## config.mk

```make
export PLATFORM = sky130hd
export DESIGN_NAME = aukv_wb_stage
export DESIGN_NICKNAME = d
export VERILOG_FILES = /design/src/rtl/aukv_wb_stage.sv
export SDC_FILE = /design/constraint.sdc
export NUM_CORES = 1
export LEC_CHECK = 0
export BUFFER_PORTS_ARGS = -buffer_cell sky130_fd_sc_hd__buf_4
export CORE_MARGIN = 5
export CORE_UTILIZATION = 43
export DETAILED_ROUTE_END_ITERATION = 6
export PLACE_DENSITY = 0.79
export SYNTH_ARGS = -nofsm -noshare
export SYNTH_HDL_FRONTEND = slang
export SYNTH_SLANG_ARGS = --single-unit
```

## constraint.sdc

```tcl
create_clock -name i_clk -period 1.6 [get_ports i_clk]
set_input_delay 0.08 -clock i_clk [delete_from_list [all_inputs] [get_ports i_clk]]
set_output_delay 0.08 -clock i_clk [all_outputs]
set_load 0.05 [all_outputs]
```

## src/rtl/aukv_wb_stage.sv

```systemverilog
// Auk-V writeback stage: registers the retiring instruction, extracts load
// data, selects the writeback value, drives the register file write port and
// the forwarding bus, and maintains the retired-instruction counter.
module aukv_wb_stage #(
  parameter int unsigned CNT_W = 64
) (
  input  logic             i_clk,
  input  logic             i_rstn,
  input  logic             i_valid,
  input  logic             i_stall,
  input  logic             i_flush,
  input  logic             i_rd_we,
  input  logic [4:0]       i_rd_addr,
  input  logic [1:0]       i_wb_sel,
  input  logic [31:0]      i_alu_result,
  input  logic [31:0]      i_pc4,
  input  logic [31:0]      i_load_data,
  input  logic [2:0]       i_load_funct3,
  output logic             o_rf_we,
  output logic [4:0]       o_rf_addr,
  output logic [31:0]      o_rf_data,
  output logic             o_fwd_valid,
  output logic [4:0]       o_fwd_addr,
  output logic [31:0]      o_fwd_data,
  output logic [CNT_W-1:0] o_instret
);

  localparam logic [1:0] WB_ALU  = 2'b00;
  localparam logic [1:0] WB_LOAD = 2'b01;
  localparam logic [1:0] WB_PC4  = 2'b10;
  localparam logic [1:0] WB_RSVD = 2'b11;

  localparam logic [2:0] F3_LB  = 3'b000;
  localparam logic [2:0] F3_LH  = 3'b001;
  localparam logic [2:0] F3_LW  = 3'b010;
  localparam logic [2:0] F3_LBU = 3'b100;
  localparam logic [2:0] F3_LHU = 3'b101;

  logic             cap;
  logic [7:0]       load_byte;
  logic [15:0]      load_half;
  logic [31:0]      load_ext;
  logic             we_d, we_q;
  logic [4:0]       addr_d, addr_q;
  logic [31:0]      data_d, data_q;
  logic [CNT_W-1:0] instret_q;

  // Flush beats stall; a stalled instruction is re-presented, so it is taken
  // only once, on the cycle the stall drops.
  assign cap = i_valid & ~i_stall & ~i_flush;

  // Select the addressed byte and halfword out of the aligned load word.
  always_comb begin
    // NOTE: every signal written here gets a default first, so no path can leave it unassigned and infer a latch.
    load_byte = i_load_data[7:0];
    unique case (i_alu_result[1:0])
      2'd0: load_byte = i_load_data[7:0];
      2'd1: load_byte = i_load_data[15:8];
      2'd2: load_byte = i_load_data[23:16];
      2'd3: load_byte = i_load_data[31:24];
    endcase
    load_half = i_alu_result[1] ? i_load_data[31:16] : i_load_data[15:0];
  end

  // Sign/zero-extend per funct3; undefined encodings pass the raw word.
  always_comb begin
    load_ext = i_load_data;
    case (i_load_funct3)
      F3_LB:   load_ext = {{24{load_byte[7]}}, load_byte};
      F3_LBU:  load_ext = {24'h0, load_byte};
      F3_LH:   load_ext = {{16{load_half[15]}}, load_half};
      F3_LHU:  load_ext = {16'h0, load_half};
      F3_LW:   load_ext = i_load_data;
      default: load_ext = i_load_data;
    endcase
  end

  // Writeback value mux and write qualification (reserved select and x0 never write).
  always_comb begin
    data_d = i_alu_result;
    case (i_wb_sel)
      WB_ALU:  data_d = i_alu_result;
      WB_LOAD: data_d = load_ext;
      WB_PC4:  data_d = i_pc4;
      WB_RSVD: data_d = i_alu_result;
    endcase
    addr_d = i_rd_addr;
    we_d   = i_rd_we & (i_wb_sel != WB_RSVD) & (i_rd_addr != 5'd0);
  end

  // WB pipeline register: capture on cap, otherwise a bubble that holds addr/data.
  always_ff @(posedge i_clk or negedge i_rstn) begin
    if (!i_rstn) begin
      we_q   <= 1'b0;
      addr_q <= 5'd0;
      data_q <= 32'h0;
    end else if (cap) begin
      // NOTE: state registers use non-blocking assignments so every flop samples pre-edge values.
      we_q   <= we_d;
      addr_q <= addr_d;
      data_q <= data_d;
    end else begin
      we_q   <= 1'b0;
    end
  end

  // Retired-instruction counter; counts every capture and wraps naturally.
  always_ff @(posedge i_clk or negedge i_rstn) begin
    if (!i_rstn) begin
      instret_q <= '0;
    end else if (cap) begin
      instret_q <= instret_q + CNT_W'(1);
    end
  end

  assign o_rf_we     = we_q;
  assign o_rf_addr   = addr_q;
  assign o_rf_data   = data_q;
  assign o_fwd_valid = we_q;
  assign o_fwd_addr  = addr_q;
  assign o_fwd_data  = data_q;
  assign o_instret   = instret_q;

endmodule

```

* Yosys cells after proc, flatten, opt, wreduce, memory -nomap -nowiden
Cells that the tools add are included.
** Storage, ports and cells
- Output and inout bits :: 140
- Logic and storage cells :: 31
- Bits of input ports :: 112
- Register bits after elaboration :: 102
** Operators by class
- Mux-type cells :: 5
- $add $sub $neg :: 1
- Equal/unequal tests :: 10
- Bitwise logic cells :: 6
- Reductions and logical operators :: 5
** Operator list (number)
- one-hot mux 32 bit (4 select lines) :: 1
- one-hot mux 32 bit (3 select lines) :: 1
- adder 64 x 1 -> 64 bit (second input constant) :: 1
- one-hot mux 8 bit (4 select lines) :: 1
- 2-to-1 mux 16 bit :: 1
- == test 2 bit (second input constant) :: 4
- == test 3 bit (second input constant) :: 2
- nonzero test 5 bit :: 1
- AND 1 bit :: 4
- == test 2 x 1 -> 1 bit (second input constant) :: 2
- zero test 2 bit :: 2
- == test 3 x 1 -> 1 bit (second input constant) :: 1
- zero test 3 bit :: 1
- inequality test 2 bit (second input constant) :: 1
- inverter 1 bit :: 2
- OR reduction 2 bit :: 1
- 2-to-1 mux 1 bit :: 1

* Logic depth before layout (Yosys ltp)
Gate-level depths: netlist of run 1.
- Depth in word-level cells :: 4
- Depth in mapped cells :: 7
- Mapped depth without buffers :: 6

* Worst setup path before layout of run 1
No wires, ideal clock.
- Path type :: register to register
- From :: register instret_q[13] (netlist: o_instret[13])
- To :: register instret_q[58] (netlist: o_instret[58])
- Data required time :: 1.520 ns
- Cell stages (with the launch flop) :: 6
- Buffers on the path :: 0
- Library setup time :: 0.080 ns
- Path slack :: -0.604 ns
- Period minus slack after synthesis :: 2.204 ns
- Data arrival time :: 2.124 ns
- Cells stage by stage :: dfrtp_1 -> nand4_1 -> nor4_1 -> nand3_2 -> nor4_1 -> xnor2_1
** On the way
- Cells in the longest elaborated chain, start to end :: 1
** RTL lines
- start, declared :: line 46 : logic [CNT_W-1:0] instret_q;
- start signal, assigned :: line 112 : instret_q <= instret_q + CNT_W'(1);
- adder 64 x 1 -> 64 bit :: line 112
Every way passes these cells.
A chain may end at the register's enable or synchronous reset.

* Worst setup path in the final report of run 1
- From :: register instret_q[24] (netlist: o_instret[24])
- To :: register instret_q[59] (netlist: o_instret[59])
Same word-level chain as after synthesis.

==> results.cfg, run 1 <==
[floorplanning]
coreArea_mm2 = 0.0127
ioPinCount = 252
die_h_um = 125
dieArea_mm2 = 0.0155
fp.dieW_um = 125
rows = 41
start_util = 0.443

[cells_and_area]
antenna_cells = 0
areaGrowthSynthToFinish_pct = 66.1
nets = 1006
final_area_mm2 = 0.00937
stdcell_count = 1067
drive_above_1_share = 0.558
num-fill-cells = 864

[placed_design]
io_buffers = 251
place_congestion = 0.896
dpl_cell_area_mm2 = 0.00824
dp_hpwl_mm = 15.5
place_inst = 1019

[synth]
yosys_warnings = 0
ys.flop_type = dfrtp_1
synth-seq-cells = 102
syn_area_mm2 = 0.00564
syn_nets = 697
ys_top_cells_by_area = dfrtp_1, a221oi_1, xor2_1, buf_4, xnor2_1
synth.distinct_cells = 44
async_flop_share = 1.00
syn_inst = 581
ys_seq_area_frac = 0.453
synth-edff-count = 0
syn_avg_cell_area_um2 = 9.71
synth_area_leader_cell = dfrtp_1
synth.top_cell.area_share = 0.453

[clock_network]
cts_buffer_depth = 2
tritoncts = yes
clk_latency_ps = 340
ctsHtreeMaxLevel = 3
cts_inserted_buffers = 9
cts.sinks = 102
cts_root_buffer = clkbuf_16
path_clk_slew_ps = 70

[sta]
skew_ps = 9.53
period_minus_slack_ps = 1970
timing.fmax_mhz = 507
slew_viol_final = 0
finalSetupViolations = 48
period_share = 1.23
grt_setup_unrepaired = true
relSlewSlack = 0.583
setup_ws_ps = -373
worstMarginPinSlew_ps = 624
hold_viol = 0

[run]
drv_cap = 0

[critical_path]
critPathMaxStageDelay_ps = 420
slowest_stage = nor4b_4
endpoint_kind = flop
crit_buf_inv = 0
cp.required_ps = 1840
crit_family = simple AND/OR/NAND/NOR gates
cp.arrival_ps = 2220
cp-start-kind = flop
crit_path_start = o_instret[24]
timing.rr.start = o_instret[24]
crit_type = reg2reg
cp_max_fo = 4
path_cells = nand4_1 > nor2_4 > nand3_2 > nor4b_4 > xor2_1

[route]
vias = 6288
routed_wl_mm = 24.1
ant_nets = 0
avgViaCountPerCell = 5.89
drtPass1Iterations = 5
drt_first_iter_violations = 417
wl_per_cell_um = 22.5
drc = 0

[global_routing]
grt_pass1_wl_mm = 33.8
track_usage = 0.268
grt_overflow = 0
grt_max_degree = 39
grt_pass1_vias = 6271
grt_antenna_before_repair = 0

[pwr]
peakVddDrop_mv = 0.973
power_density_mw_per_mm2 = 928
p_leak_uw = 0.00470

[hold_path]
min_from = i_rd_we
hp-class = in2reg

[outcome]
violations = setup timing
outcome = complete, but fails checks
## what timing repair did
item,4_1_cts,5_1_grt
buffers inserted,7,18
pin swaps,38,32
cloned,1,0
hold buffers,6,0
setup endpoints to repair,44,49
gates resized for setup,60,41
hold endpoints to repair,33,0
## state kept, by name, summed over array words and instances (netlist names)
| signal | cells |
|---|---|
| o_fwd_data | 32 |
| o_instret | 64 |
| o_fwd_valid | 1 |
| o_fwd_addr | 5 |
## kinds of logic (layout without fill, tap and decap cells)
kind of cell / Yosys count / in the layout / share of synthesized area
AOI/OAI and AO/OA: 136 / 136 / 0.187
xor gates and xnor gates: 63 / 63 / 0.0978
adders and majority gates: 4 / 4 / 0.00887
buffers and inverters: 83 / 396 / 0.0810
DFF: 102 / 102 / 0.453
muxes: 1 / 1 / 0.00399
and+or+nand+nor: 192 / 193 / 0.169
## metrics by stage
| step | TNS (ps) | hold slack, ps | power, uW | utilization | setup WS (ps) |
|---|---|---|---|---|---|
| final | -8200 | 14.6 | 8690 | 0.736 | -373 |
| after global routing | -13390 | 27.8 | 8990 | 0.736 | -465 |
| after CTS | -2720 | 5.76 | 8670 | 0.708 | -185 |
| after detailed placement | -5350 | 35.7 | 6420 | 0.648 | -292 |
| after global placement | -1910 | 31.3 | 6360 | 0.648 | -123 |
| after floorplan | -7780 | -216 | 5300 | - | -273 |
## layout by cell type, fill, tap and decap left out, drive strengths merged, types with 2 or more instances in the layout
master / Yosys / layout
ha: 4 / 4
dlygate4sd3: 0 / 6
o22a: 7 / 7
a22o: 9 / 9
a221oi: 33 / 33
nor4b: 2 / 2
xor2: 33 / 33
nand2: 63 / 63
or3b: 2 / 2
buf: 42 / 360
xnor2: 30 / 30
nand4: 18 / 18
nor3: 23 / 23
and4: 2 / 2
or3: 2 / 2
inv: 14 / 14
nor2b: 3 / 3
a22oi: 22 / 22
a211oi: 17 / 17
clkbuf: 27 / 13
nand3: 25 / 26
o211ai: 7 / 7
a21o: 17 / 17
nor2: 33 / 33
dfrtp: 102 / 102
nor3b: 2 / 2
o31ai: 7 / 7
or4: 2 / 2
nor4: 11 / 11
o21ai: 7 / 7
or2: 2 / 2
a21oi: 7 / 7
## synth_stat cells (2+ instances only)
| cell | count |
|---|---|
| dfrtp_1 | 102 |
| nand2_1 | 63 |
| buf_4 | 38 |
| a221oi_1 | 33 |
| xor2_1 | 33 |
| nor2_1 | 31 |
| xnor2_1 | 30 |
| clkbuf_1 | 27 |
| nand3_1 | 24 |
| nor3_1 | 23 |
| a22oi_1 | 22 |
| nand4_1 | 18 |
| a211oi_1 | 17 |
| a21o_1 | 17 |
| inv_1 | 14 |
| nor4_1 | 10 |
| a22o_1 | 9 |
| a21oi_1 | 7 |
| o211ai_1 | 7 |
| o21ai_0 | 7 |
| o22a_1 | 7 |
| o31ai_1 | 7 |
| ha_1 | 4 |
| nor2b_1 | 3 |
| and4_1 | 2 |
| buf_1 | 2 |
| buf_2 | 2 |
| nor2_2 | 2 |
| nor3b_1 | 2 |
| or2_2 | 2 |
| or3_1 | 2 |
| or4_1 | 2 |
## power breakdown
group	switching (uW)	leakage, uW	internal (uW)
Combinational	2210	0.00333	1160
Clock	986	0.000140	1260
Sequential	251	0.00123	2820
## layout make-up
type                       instances  area (um2)  share of cell area
multi-input combinational        397        3290               0.351
timing repair buffer             366        2900               0.310
sequential                       102        2610               0.279
clock buffer                      13         250              0.0267
tap                              172         215              0.0230
inverter                          14        52.6             0.00561
clock inverter                     3        46.3             0.00494
## path summary, 6_finish.rpt
path / endpoint / slack, ps / cells after the start
setup / recovery: o_instret[59] / -370 / 5
min in group asynchronous: o_instret[63] / 270 / 2
hold / removal: o_fwd_valid / 10 / 2
setup reg to reg: o_instret[59] / -370 / 5
max in group asynchronous: o_instret[4] / 670 / 3
hold reg to reg: o_instret[63] / 470 / 1
## routing by layer
metal / global-route usage / up-vias / share of wire
li1: - / 2722 / -
met1: 0.299 / 3087 / 0.34
met2: 0.505 / 388 / 0.54
met3: 0.0532 / 91 / 0.076
met4: 0.0916 / 0 / 0.047
met5: 0 / - / 0
Power figures use the tool's default switching activity.
==> inputs of run 2 (changes only) <==
Settings changed: CELL_PAD_IN_SITES_DETAIL_PLACEMENT set to 2, CELL_PAD_IN_SITES_GLOBAL_PLACEMENT set to 2, CORE_UTILIZATION 43 to 25, PLACE_DENSITY 0.79 to 0.8.
==> results.cfg, run 2 (synthesis results as in run 1) <==
[outcome]
outcome = complete, but fails checks
violations = setup timing

[global_routing]
grt_pass1_vias = 7313
grt_pass1_wl_mm = 43.8
track_usage = 0.219
grt_max_degree = 43
grt_antenna_before_repair = 0
grt_overflow = 0

[sta]
tns_ps = -7690
setup_ws_ps = -372
slew_viol_final = 0
relSlewSlack = 0.577
timing.fmax_mhz = 507
period_share = 1.23
period_minus_slack_ps = 1970
grt_setup_unrepaired = true
worstMarginPinSlew_ps = 634
hold_viol = 0
finalSetupViolations = 45
skew_ps = 14.6

[floorplanning]
dieArea_mm2 = 0.0257
ioPinCount = 252
start_util = 0.251
coreArea_mm2 = 0.0224
fp.dieW_um = 160
rows = 55
die_h_um = 160

[cells_and_area]
layout_commonest_cell = buf_4
final_area_mm2 = 0.00982
antenna_cells = 0
largest_reg_flops = 64
areaGrowthSynthToFinish_pct = 74.1
mostFrequentLayoutCells = buf_4, nand2_1, dfrtp_1
nets = 1047
drive_above_1_share = 0.582

[clock_network]
cts_inserted_buffers = 9
cts.sinks = 102
tritoncts = yes
cts_root_buffer = clkbuf_16
clk_latency_ps = 360
ctsHtreeMaxLevel = 3
path_clk_slew_ps = 80
cts_buffer_depth = 2

[critical_path]
crit_buf_inv = 1
r2r_slack_ps = -370
endpoint_kind = flop
cp.required_ps = 1870
timing.rr.start = o_instret[18]
path_cells = nand4_1 > nor4_4 > buf_6 > nand3_4 > nor4b_4 > xor2_1
crit_type = reg2reg
cp-start-kind = flop
crit_family = simple AND/OR/NAND/NOR gates
cp_max_fo = 5
critPathMaxStageDelay_ps = 420
cp.arrival_ps = 2250
slowest_stage = dfrtp_2
timing.rr.end = o_instret[59]
r2r_cells = 6

[route]
ant_nets = 0
drc = 0
vias = 6241
drtPass1Iterations = 4
avgViaCountPerCell = 5.11
drt_first_iter_violations = 200
wl_per_cell_um = 24.3
routed_wl_mm = 29.7

[hold_path]
min_from = i_pc4[2]
hold_path_depth = 4
hp-class = in2reg
holdPathEnd = o_fwd_data[2]

[placed_design]
dp_hpwl_mm = 21.1
pre_cts_slack_ps = -336
io_buffers = 251
place_congestion = 0.818
dpl_cell_area_mm2 = 0.00868

[pwr]
total_power_uw = 8830
power_density_mw_per_mm2 = 899
peakVddDrop_mv = 0.512
p_leak_uw = 0.00483

[run]
drv_cap = 0
[run 2: cell types whose count changed in the layout (fill, tap and decap cells not counted), sizes merged]
cell	previous run	this run
buf	360	401
clkinv	1	2
nand3	26	25
clkbuf	13	10
dlygate4sd3	6	7
bufinv	1	0
inv	14	16
clkinvlp	1	2
[run 2: worst max path at each step]
stage                        from       endpoint  slack, ps  cells after the start
CTS                 o_instret[13]  o_instret[44]       -200                      8
floorplan           o_instret[10]  o_instret[57]       -270                      5
detailed placement  o_instret[12]  o_instret[61]       -340                      5
global placement          i_stall  o_instret[50]       -220                      6
finish              o_instret[18]  o_instret[59]       -370                      6
global route        o_instret[18]  o_instret[59]       -420                      6
[run 2: worst register-to-register path: cells and delay by family (launching register included)]
kind / cells / cell delay [ps]
and+or+nand+nor: 4 / 1070
DFF: 1 / 420
xor gates and xnor gates: 1 / 220
buffers and inverters: 1 / 180
[run 2: power breakdown]
| group | total [uW] | switching [uW] | internal (uW) |
|---|---|---|---|
| clock network | 2270 | 1180 | 1090 |
| registers | 3070 | 249 | 2820 |
| logic | 3500 | 2290 | 1200 |
| total | 8830 | 3720 | 5110 |
[run 2: repair_timing]
item | in CTS | in global routing
gates resized for setup | 78 | 24
pin swaps | 34 | 19
endpoints found under the setup margin | 48 | 48
setup buffers | 16 | 11
hold buffers | 7 | 0
cloned | 1 | 0
endpoints found under the hold margin | 34 | 0
[run 2: layer usage]
layer | global-route usage | share of wire | wire length, um
met1 | 0.237 | 0.37 | 10900
met2 | 0.409 | 0.53 | 15700
met3 | 0.0583 | 0.073 | 2160
met4 | 0.0790 | 0.031 | 924
met5 | 0 | 0 | 0
[run 2: cell type report]
type,count,area [um2]
clock buffer,10,229
tap,285,357
multi-input combinational,396,3290
fill,2400,12600
sequential,102,2610
clock inverter,6,55.1
inverter,14,52.6
timing repair buffer,408,3220
[run 2: per-stage QoR]
stage           util  cells  hold WS, ps
5_1_grt        0.438   1221          154
6_report       0.438   1221          137
3_5_place_dp   0.387   1171         71.5
3_3_place_gp   0.387   1171         60.9
2_1_floorplan      -    581         -216
4_1_cts        0.427   1210          128
